===== config.mk =====
export PLATFORM = sky130hd
export DESIGN_NAME = rcu_clk_seq
export DESIGN_NICKNAME = d
export VERILOG_FILES = /design/src/rtl/rcu_clk_seq.sv
export SDC_FILE = /design/constraint.sdc
export NUM_CORES = 1
export LEC_CHECK = 0
export ABC_CLOCK_PERIOD_IN_PS = 2700
export CORE_MARGIN = 4
export CORE_UTILIZATION = 51
export CTS_CLUSTER_DIAMETER = 50
export DETAILED_ROUTE_END_ITERATION = 6
export GPL_ROUTABILITY_DRIVEN = 0
export HOLD_SLACK_MARGIN = 0.15
export PLACE_DENSITY = 0.79
export SYNTH_ARGS = -nofsm -noshare
export SYNTH_HDL_FRONTEND = slang
export SYNTH_SLANG_ARGS = --single-unit

===== constraint.sdc =====
create_clock -name clk_i -period 2.7 [get_ports clk_i]
set_input_delay 0.81 -clock clk_i [delete_from_list [all_inputs] [get_ports clk_i]]
set_output_delay 0.81 -clock clk_i [all_outputs]
set_load 0.03 [all_outputs]

===== src/rtl/rcu_clk_seq.sv =====
// PLL clock-switch sequencer: bypass, reprogram, wait for stable lock (with timeout), re-enable.
// Also drops back to bypass when lock is lost while running on the PLL.
module rcu_clk_seq #(
  parameter int CFG_WIDTH     = 3,
  parameter int RST_CFG       = 0,
  parameter int TO_WIDTH      = 16,
  parameter int SWITCH_CYCLES = 8,
  parameter int SETTLE_CYCLES = 16,
  parameter int LOCK_STABLE   = 4
) (
  input  logic                 clk_i,
  input  logic                 rst_i,
  input  logic                 cfg_valid_i,
  output logic                 cfg_ready_o,
  input  logic [CFG_WIDTH-1:0] cfg_i,
  input  logic [TO_WIDTH-1:0]  timeout_i,
  input  logic                 pll_lock_i,
  output logic [CFG_WIDTH-1:0] clk_cfg_o,
  output logic                 pll_en_o,
  output logic                 busy_o,
  output logic                 done_o,
  output logic [1:0]           err_o,
  input  logic                 err_clr_i
);

  localparam int CNT_MAX = (SWITCH_CYCLES > SETTLE_CYCLES) ? SWITCH_CYCLES : SETTLE_CYCLES;
  localparam int CNT_W   = $clog2(CNT_MAX + 1);
  localparam int STB_W   = $clog2(LOCK_STABLE + 1);

  localparam logic [CNT_W-1:0]     SWITCH_LAST = CNT_W'(SWITCH_CYCLES - 1);
  localparam logic [CNT_W-1:0]     SETTLE_LAST = CNT_W'(SETTLE_CYCLES - 1);
  localparam logic [STB_W-1:0]     STB_LAST    = STB_W'(LOCK_STABLE - 1);
  localparam logic [CFG_WIDTH-1:0] CFG_RST     = CFG_WIDTH'(RST_CFG);

  typedef enum logic [2:0] {
    ST_IDLE      = 3'd0,
    ST_BYPASS    = 3'd1,
    ST_PROGRAM   = 3'd2,
    ST_LOCK_WAIT = 3'd3,
    ST_ENABLE    = 3'd4
  } state_e;

  state_e               state_q;
  logic [1:0]           sync_q;
  logic [CNT_W-1:0]     cnt_q;
  logic [STB_W-1:0]     stb_q;
  logic [TO_WIDTH-1:0]  to_cnt_q;
  logic [TO_WIDTH-1:0]  to_lat_q;
  logic [CFG_WIDTH-1:0] cfg_lat_q;
  logic [CFG_WIDTH-1:0] clk_cfg_q;
  logic                 pll_en_q;
  logic                 ready_q;
  logic                 busy_q;
  logic                 done_q;
  logic [1:0]           err_q;
  logic [1:0]           err_d;

  logic                 lock_s;
  logic [TO_WIDTH-1:0]  to_inc_s;
  logic                 to_hit_s;
  logic                 stable_hit_s;
  logic [1:0]           err_set_s;

  assign lock_s      = sync_q[1];
  assign cfg_ready_o = ready_q;
  assign clk_cfg_o   = clk_cfg_q;
  assign pll_en_o    = pll_en_q;
  assign busy_o      = busy_q;
  assign done_o      = done_q;
  assign err_o       = err_q;

  // Two-flop synchroniser for the asynchronous PLL lock
  always_ff @(posedge clk_i) begin
    if (rst_i) begin
      sync_q <= 2'b00;
    end else begin
      sync_q <= {sync_q[0], pll_lock_i};
    end
  end

  // Lock/timeout decisions and sticky error next-state (set beats clear)
  always_comb begin
    to_inc_s     = (to_cnt_q == {TO_WIDTH{1'b1}}) ? to_cnt_q : to_cnt_q + TO_WIDTH'(1);
    to_hit_s     = (to_lat_q != {TO_WIDTH{1'b0}}) && (to_inc_s == to_lat_q);
    stable_hit_s = lock_s && (stb_q == STB_LAST);
    err_set_s[0] = (state_q == ST_LOCK_WAIT) && to_hit_s && !stable_hit_s;
    err_set_s[1] = (state_q == ST_IDLE) && pll_en_q && !lock_s;
    err_d        = (err_q & ~{2{err_clr_i}}) | err_set_s;
  end

  // Sequencer FSM with registered outputs
  always_ff @(posedge clk_i) begin
    if (rst_i) begin
      state_q   <= ST_IDLE;
      cnt_q     <= {CNT_W{1'b0}};
      stb_q     <= {STB_W{1'b0}};
      to_cnt_q  <= {TO_WIDTH{1'b0}};
      to_lat_q  <= {TO_WIDTH{1'b0}};
      cfg_lat_q <= CFG_RST;
      clk_cfg_q <= CFG_RST;
      pll_en_q  <= 1'b0;
      ready_q   <= 1'b1;
      busy_q    <= 1'b0;
      done_q    <= 1'b0;
      err_q     <= 2'b00;
    end else begin
      err_q  <= err_d;
      done_q <= 1'b0;
      case (state_q)
        ST_IDLE: begin
          if (cfg_valid_i && ready_q) begin
            cfg_lat_q <= cfg_i;
            to_lat_q  <= timeout_i;
            cnt_q     <= {CNT_W{1'b0}};
            ready_q   <= 1'b0;
            busy_q    <= 1'b1;
            pll_en_q  <= 1'b0;
            state_q   <= ST_BYPASS;
          end else if (pll_en_q && !lock_s) begin
            pll_en_q <= 1'b0;
          end
        end
        ST_BYPASS: begin
          if (cnt_q == SWITCH_LAST) begin
            cnt_q     <= {CNT_W{1'b0}};
            clk_cfg_q <= cfg_lat_q;
            state_q   <= ST_PROGRAM;
          end else begin
            cnt_q <= cnt_q + CNT_W'(1);
          end
        end
        ST_PROGRAM: begin
          if (cnt_q == SETTLE_LAST) begin
            cnt_q    <= {CNT_W{1'b0}};
            stb_q    <= {STB_W{1'b0}};
            to_cnt_q <= {TO_WIDTH{1'b0}};
            state_q  <= ST_LOCK_WAIT;
          end else begin
            cnt_q <= cnt_q + CNT_W'(1);
          end
        end
        ST_LOCK_WAIT: begin
          to_cnt_q <= to_inc_s;
          stb_q    <= lock_s ? stb_q + STB_W'(1) : {STB_W{1'b0}};
          // A lock that becomes stable on the timeout cycle still counts as success
          if (stable_hit_s) begin
            pll_en_q <= 1'b1;
            done_q   <= 1'b1;
            state_q  <= ST_ENABLE;
          end else if (to_hit_s) begin
            done_q  <= 1'b1;
            state_q <= ST_ENABLE;
          end
        end
        // Completion cycle for both outcomes: done is visible here, ready returns next
        ST_ENABLE: begin
          ready_q <= 1'b1;
          busy_q  <= 1'b0;
          state_q <= ST_IDLE;
        end
        default: begin
          state_q <= ST_IDLE;
        end
      endcase
    end
  end

endmodule


==> results.cfg, run 1 <==
[drt]
post-route-drc-count = 0
viasPerCell = 6.07
routed_wl_um = 9320
drt_iter0_markers = 234
dr.pass1.iters = 5
ant_nets = 0
wire_per_inst_um = 16.9
vias = 3348

[clocking]
cts_inserted_buffers = 9
clk_path_buf_depth = 2
cts_hold_buf = 0
cts_root_buf = clkbuf_8
cts_tree = yes
cts_max_level = 3
cts_sinks = 57
clk_latency_ps = 330
clk_pin_slew_ps = 70

[finish]
final_common_cell = nand2_1
synthToLayoutAreaGrowth_pct = 39.0
diodes = 0
post-route-cell-area_mm2 = 0.00433
fin_util_pct = 73.1
instances_no_fill = 552
filler_cell_count = 416
fin_nets = 502
final_cell_mix = 58 x nand2_1, 53 x a21oi_1, 53 x buf_4, 47 x dfxtp_1, 32 x nor2_1
multiInputGateArea_mm2 = 0.00198
layout-drive-gt1-share_pct = 23.7
seq_area_mm2 = 0.00116

[setup_path]
critPathArrivalTime_ps = 3020
worstSetupEndpointType = register
slowest_delay_ps = 430
crit_required_ps = 2930
start_kind = register
r2r_cells = 9
path_buf_inv = 1
reg2reg_slack_ps = -100
cp.depth = 9
timing.rr.start = to_cnt_q[8]$_SDFFE_PP0P_
cpMaxStageDelayCell = or4_1
rr_endpoint = state_q[0]$_SDFFE_PP0P_
critical_path_class = reg2reg
path_max_fanout = 8
path_cells = buf_6, nand4_4, nor4_4, mux2i_1, o211ai_1, or4_1, or3_4, a31oi_4, mux2_4
path_delay_family = simple AND/OR/NAND/NOR gates
crit_start = to_cnt_q[8]$_SDFFE_PP0P_
crit_path_end = state_q[0]$_SDFFE_PP0P_

[timing]
fmax_mhz = 358
rsz0062_at_grt = true
finalCritPeriodShare_pct = 104
setup_violations = 5
timing.hold.ws_ps = 449
slew_viol_final = 0
finalHoldViolCount = 0
slew-limit-headroom_pct = 40.1
period_minus_slack_ps = 2800
fin_skew_ps = 5.84
worstMarginPinSlew_ps = 898
fin_ws_ps = -96.1

[logic_synthesis]
synth_edf_count = 0
yosys-top-cells-area = dfxtp_1 37%, a21oi_1 8.5%, nand2_1 7.0%
yosys_warnings = 0
synth_fp_nets = 424
netlist.top_cell.by_area = dfxtp_1
ys_types = 54
ys.flop_type = dfxtp_1
synth-seq-cells = 57
ys_seq_area_share_pct = 36.6
netlist_area_mm2 = 0.00311
async_flop_share_pct = 0
synth_top_area_share_pct = 36.6
synthCells = 394
syn_area_per_cell_um2 = 7.90

[place]
port_buffers = 32
hpwl_um = 5980
dp.cells = 525
place_area_mm2 = 0.00383

[floorplan]
die_h_um = 86.1
rows = 28
core_region_area_mm2 = 0.00592
dieArea_mm2 = 0.00742
fp.dieW_um = 86.1
io_pins = 33
start_util_pct = 52.6

[power]
irDropWorstVdd_v = 0.000499
leakagePower_uw = 0.00169
pwr_density_cell_mw_per_mm2 = 571
fin_total_pwr_uw = 2470

[status]
violations = negative setup slack
status = finished, violations left

[grt]
grt_pass1_vias = 3271
grt-ovfl-total = 0
grt_max_degree = 42
grt_pass1_wl_um = 15000
groute.usage.overall_pct = 25.2
antenna_found_initial = 0

[flow_run]
max-cap-violations = 0

[min_path]
hp-class = reg2reg
## routing by layer
| metal | vias up | track usage [%] | part of all wire (%) |
|---|---|---|---|
| met3 | 34 | 4.23 | 6.6 |
| met1 | 1573 | 30.1 | 42 |
| met4 | 0 | 13.5 | 3.2 |
| li1 | 1573 | - | - |
| met2 | 168 | 42.7 | 49 |
| met5 | - | 0 | 0 |
## sequential cells by signal, indices dropped and copies added (netlist names), 3 cells and up
| register | cells |
|---|---|
| cfg_lat_q | 3 |
| clk_cfg_o | 3 |
| cnt_q | 5 |
| state_q | 3 |
| stb_q | 3 |
| to_cnt_q | 16 |
| to_lat_q | 16 |
## logic make-up after synthesis
logic type      synth area share (%)
fa+ha+maj                       2.41
buf+inv                         5.02
xor+xnor                        4.50
simple gates                    29.3
flops                           36.6
mux                             3.29
compound gates                  18.8
## cells in the mapped netlist (all sizes together) (7+ instances only)
cell type / instances
clkbuf: 16
mux2i: 8
o21ai: 14
inv: 7
nor2: 32
xor2: 7
dfxtp: 57
nor3: 15
xnor2: 9
nand2b: 7
buf: 9
nand3: 16
nor4: 8
nand2: 59
nand4: 8
a21oi: 53
## repair_timing
item	in CTS	in global routing
buffers inserted	2	9
hold endpoints to repair	0	0
pin swaps	3	4
endpoints found under the setup margin	5	5
resized for setup	15	21
## per-stage QoR
stage	setup TNS (ps)	setup WS, ps
2_1_floorplan	0	13.4
3_3_place_gp	-48.6	-48.6
3_5_place_dp	-92.3	-92.3
4_1_cts	-22.0	-22.0
5_1_grt	-565	-139
6_report	-286	-96.1
## worst min-delay path by stage
stage	depth (start not counted)	to	slack, ps	start
floorplan	1	sync_q[1]$_SDFF_PP0_	410	sync_q[0]$_SDFF_PP0_
global route	1	sync_q[1]$_SDFF_PP0_	470	sync_q[0]$_SDFF_PP0_
finish	1	sync_q[1]$_SDFF_PP0_	450	sync_q[0]$_SDFF_PP0_
global placement	1	sync_q[1]$_SDFF_PP0_	430	sync_q[0]$_SDFF_PP0_
detailed placement	1	sync_q[1]$_SDFF_PP0_	440	sync_q[0]$_SDFF_PP0_
CTS	1	sync_q[1]$_SDFF_PP0_	450	sync_q[0]$_SDFF_PP0_
## cell type report
cell class	instances	share of cell area, %
multi-input cells	305	45.8
flip-flops and latches	57	26.8
repair buffers	92	18.7
clock buffers	12	3.58
clock inverters	4	2.28
well taps	75	2.17
inverters	7	0.607
## where the power goes
| part | total (uW) | switching [uW] | leakage [uW] | internal (uW) |
|---|---|---|---|---|
| Combinational | 477 | 259 | 0.00109 | 218 |
| Clock | 1010 | 348 | 0.000127 | 666 |
| Sequential | 980 | 80.4 | 0.000469 | 900 |
| Total | 2470 | 687 | 0.00169 | 1780 |
(Power assumes the default switching activity.)
==> run 2: changes to the inputs <==
CORE_UTILIZATION = 45   (was 51)
CTS_CLUSTER_SIZE = 40   (was default)
PLACE_DENSITY = 0.71   (was 0.79)
==> run 2 against run 1 <==
Net effect:
- critical endpoint unchanged
- the run still ends with negative setup slack left
- combinational power fell by 5.0%
- worst hold slack improved by 5.7 ps
- first-iteration DRC count rose by 44%
- via count fell by 4.1%
- register-to-register slack improved by 30 ps
- critical path type unchanged
- count of clock-buffer cells in the layout rose by 2
- largest power group is now registers
- cell count rose by 0.72%
- fmax rose by 1.1%
==> results.cfg, run 2 (same netlist as run 1, synthesis figures left out) <==
[grt]
grt-ovfl-total = 0
grt_max_degree = 25
groute.usage.overall_pct = 21.9
grt_pass1_wl_um = 14800
antenna_found_initial = 0
grt_pass1_vias = 3079

[finish]
layout-drive-gt1-share_pct = 23.3
largestRegisters = to_cnt_q (16), to_lat_q (16), cnt_q (5)
diodes = 0
fin_nets = 501
fin_util_pct = 62.5
final_cell_mix = 58 x nand2_1, 54 x buf_4, 53 x a21oi_1, 43 x dfxtp_1, 32 x nor2_1
final_common_cell = nand2_1
seq_area_mm2 = 0.00117
filler_cell_count = 587
multiInputGateArea_mm2 = 0.00195
synthToLayoutAreaGrowth_pct = 35.6

[power]
irDropWorstVdd_v = 0.000370
pwr_density_cell_mw_per_mm2 = 534
fin_total_pwr_uw = 2250
leakagePower_uw = 0.00165

[setup_path]
crit_required_ps = 2940
path_delay_family = compound AO/OA/AOI/OAI gates
path_cells = buf_4, nand4_4, buf_4, a311oi_4, nor3b_1, a2111oi_1, nand4_1, or3_4, a31oi_4, mux2_4
timing.rr.start = to_cnt_q[1]$_SDFFE_PP0P_
reg2reg_slack_ps = -60
start_kind = register
critical_path_class = reg2reg
worstSetupEndpointType = register
cpMaxStageDelayCell = or3_4
crit_start = to_cnt_q[1]$_SDFFE_PP0P_
r2r_cells = 10
crit_top_cell = buf_4
rr_endpoint = state_q[0]$_SDFFE_PP0P_
slowest_delay_ps = 410
path_max_fanout = 6
crit_path_end = state_q[0]$_SDFFE_PP0P_
cp.depth = 10
critPathArrivalTime_ps = 3000
path_buf_inv = 2

[drt]
drt_iter0_markers = 338
routed_wl_um = 8670
ant_nets = 0
post-route-drc-count = 0
wire_per_inst_um = 15.6
vias = 3211
dr.pass1.iters = 7
viasPerCell = 5.78

[clocking]
cts_sinks = 57
clk_latency_ps = 350
cts_max_level = 3
cts_root_buf = clkbuf_8
cts_inserted_buffers = 9
clk_pin_slew_ps = 70
clk_path_buf_depth = 2
cts_tree = yes

[flow_run]
max-cap-violations = 0

[floorplan]
dieArea_mm2 = 0.00832
io_pins = 33
core_region_area_mm2 = 0.00676
start_util_pct = 46.1
die_h_um = 91.2
fp.dieW_um = 91.2
rows = 30

[place]
port_buffers = 32
hpwl_um = 6060
place_ws_ps = -135

[timing]
tns_ps = -64.5
period_minus_slack_ps = 2760
slew_viol_final = 0
fmax_mhz = 362
finalHoldViolCount = 0
finalCritPeriodShare_pct = 102
rsz0062_at_grt = true
fin_ws_ps = -64.5
setup_violations = 1
worstMarginPinSlew_ps = 879
fin_skew_ps = 8.12
slew-limit-headroom_pct = 41.4

[status]
status = finished, violations left
violations = negative setup slack

[min_path]
hp-class = reg2reg
## run 2: cell count changes in the layout (fill, tap and decap cells not counted), moves of 2 or more
cell / previous run / this run
bufinv_16: 3 / 1
nor3_1: 12 / 14
nor3_2: 3 / 1
dfxtp_1: 47 / 43
clkbuf_1: 1 / 3
dfxtp_2: 7 / 11
buf_12: 2 / 0
## run 2: how the worst min path moves through the flow
stage | endpoint | slack (ps) | cells after the start | startpoint
CTS | sync_q[1]$_SDFF_PP0_ | 450 | 1 | sync_q[0]$_SDFF_PP0_
global placement | sync_q[1]$_SDFF_PP0_ | 430 | 1 | sync_q[0]$_SDFF_PP0_
global route | sync_q[1]$_SDFF_PP0_ | 470 | 1 | sync_q[0]$_SDFF_PP0_
finish | sync_q[1]$_SDFF_PP0_ | 450 | 1 | sync_q[0]$_SDFF_PP0_
detailed placement | sync_q[1]$_SDFF_PP0_ | 440 | 1 | sync_q[0]$_SDFF_PP0_
floorplan | sync_q[1]$_SDFF_PP0_ | 410 | 1 | sync_q[0]$_SDFF_PP0_
## run 2: power by group
group          switching [uW]  internal (uW)  total [uW]
logic                     238            215         453
clock network             348            478         826
registers                75.8            900         976
## run 2: timing repair
item                       4_1_cts  5_1_grt
setup endpoints to repair        4        5
pin swaps                        9        3
cloned                           0        0
hold buffers                     0        0
gates resized for setup         21       16
buffers inserted                 6        0
## run 2: metrics by stage
stage               std cells  cell area [um^2]  hold slack, ps
floorplan                 394              3170             414
global placement          534              3850             435
detailed placement        534              3850             436
CTS                       556              4170             451
global route              556              4220             474
finish                    556              4220             454
## run 2: cell type report
class                           instances  area share, %
Multi-Input combinational cell        305           46.3
Inverter                                7          0.622
Sequential cell                        57           27.6
Clock buffer                           14           3.85
Timing Repair Buffer                   91           18.4
Clock inverter                          2          0.889
Tap cell                               80           2.37
## run 2: per-layer routing
| layer | share of wire [%] | global-route usage, % | up-vias |
|---|---|---|---|
| met5 | 0 | 0 | - |
| met4 | 2.0 | 8.04 | 0 |
| met3 | 6.9 | 6.05 | 23 |
| met2 | 46 | 33.7 | 111 |
| met1 | 45 | 29.2 | 1512 |
| li1 | - | - | 1565 |
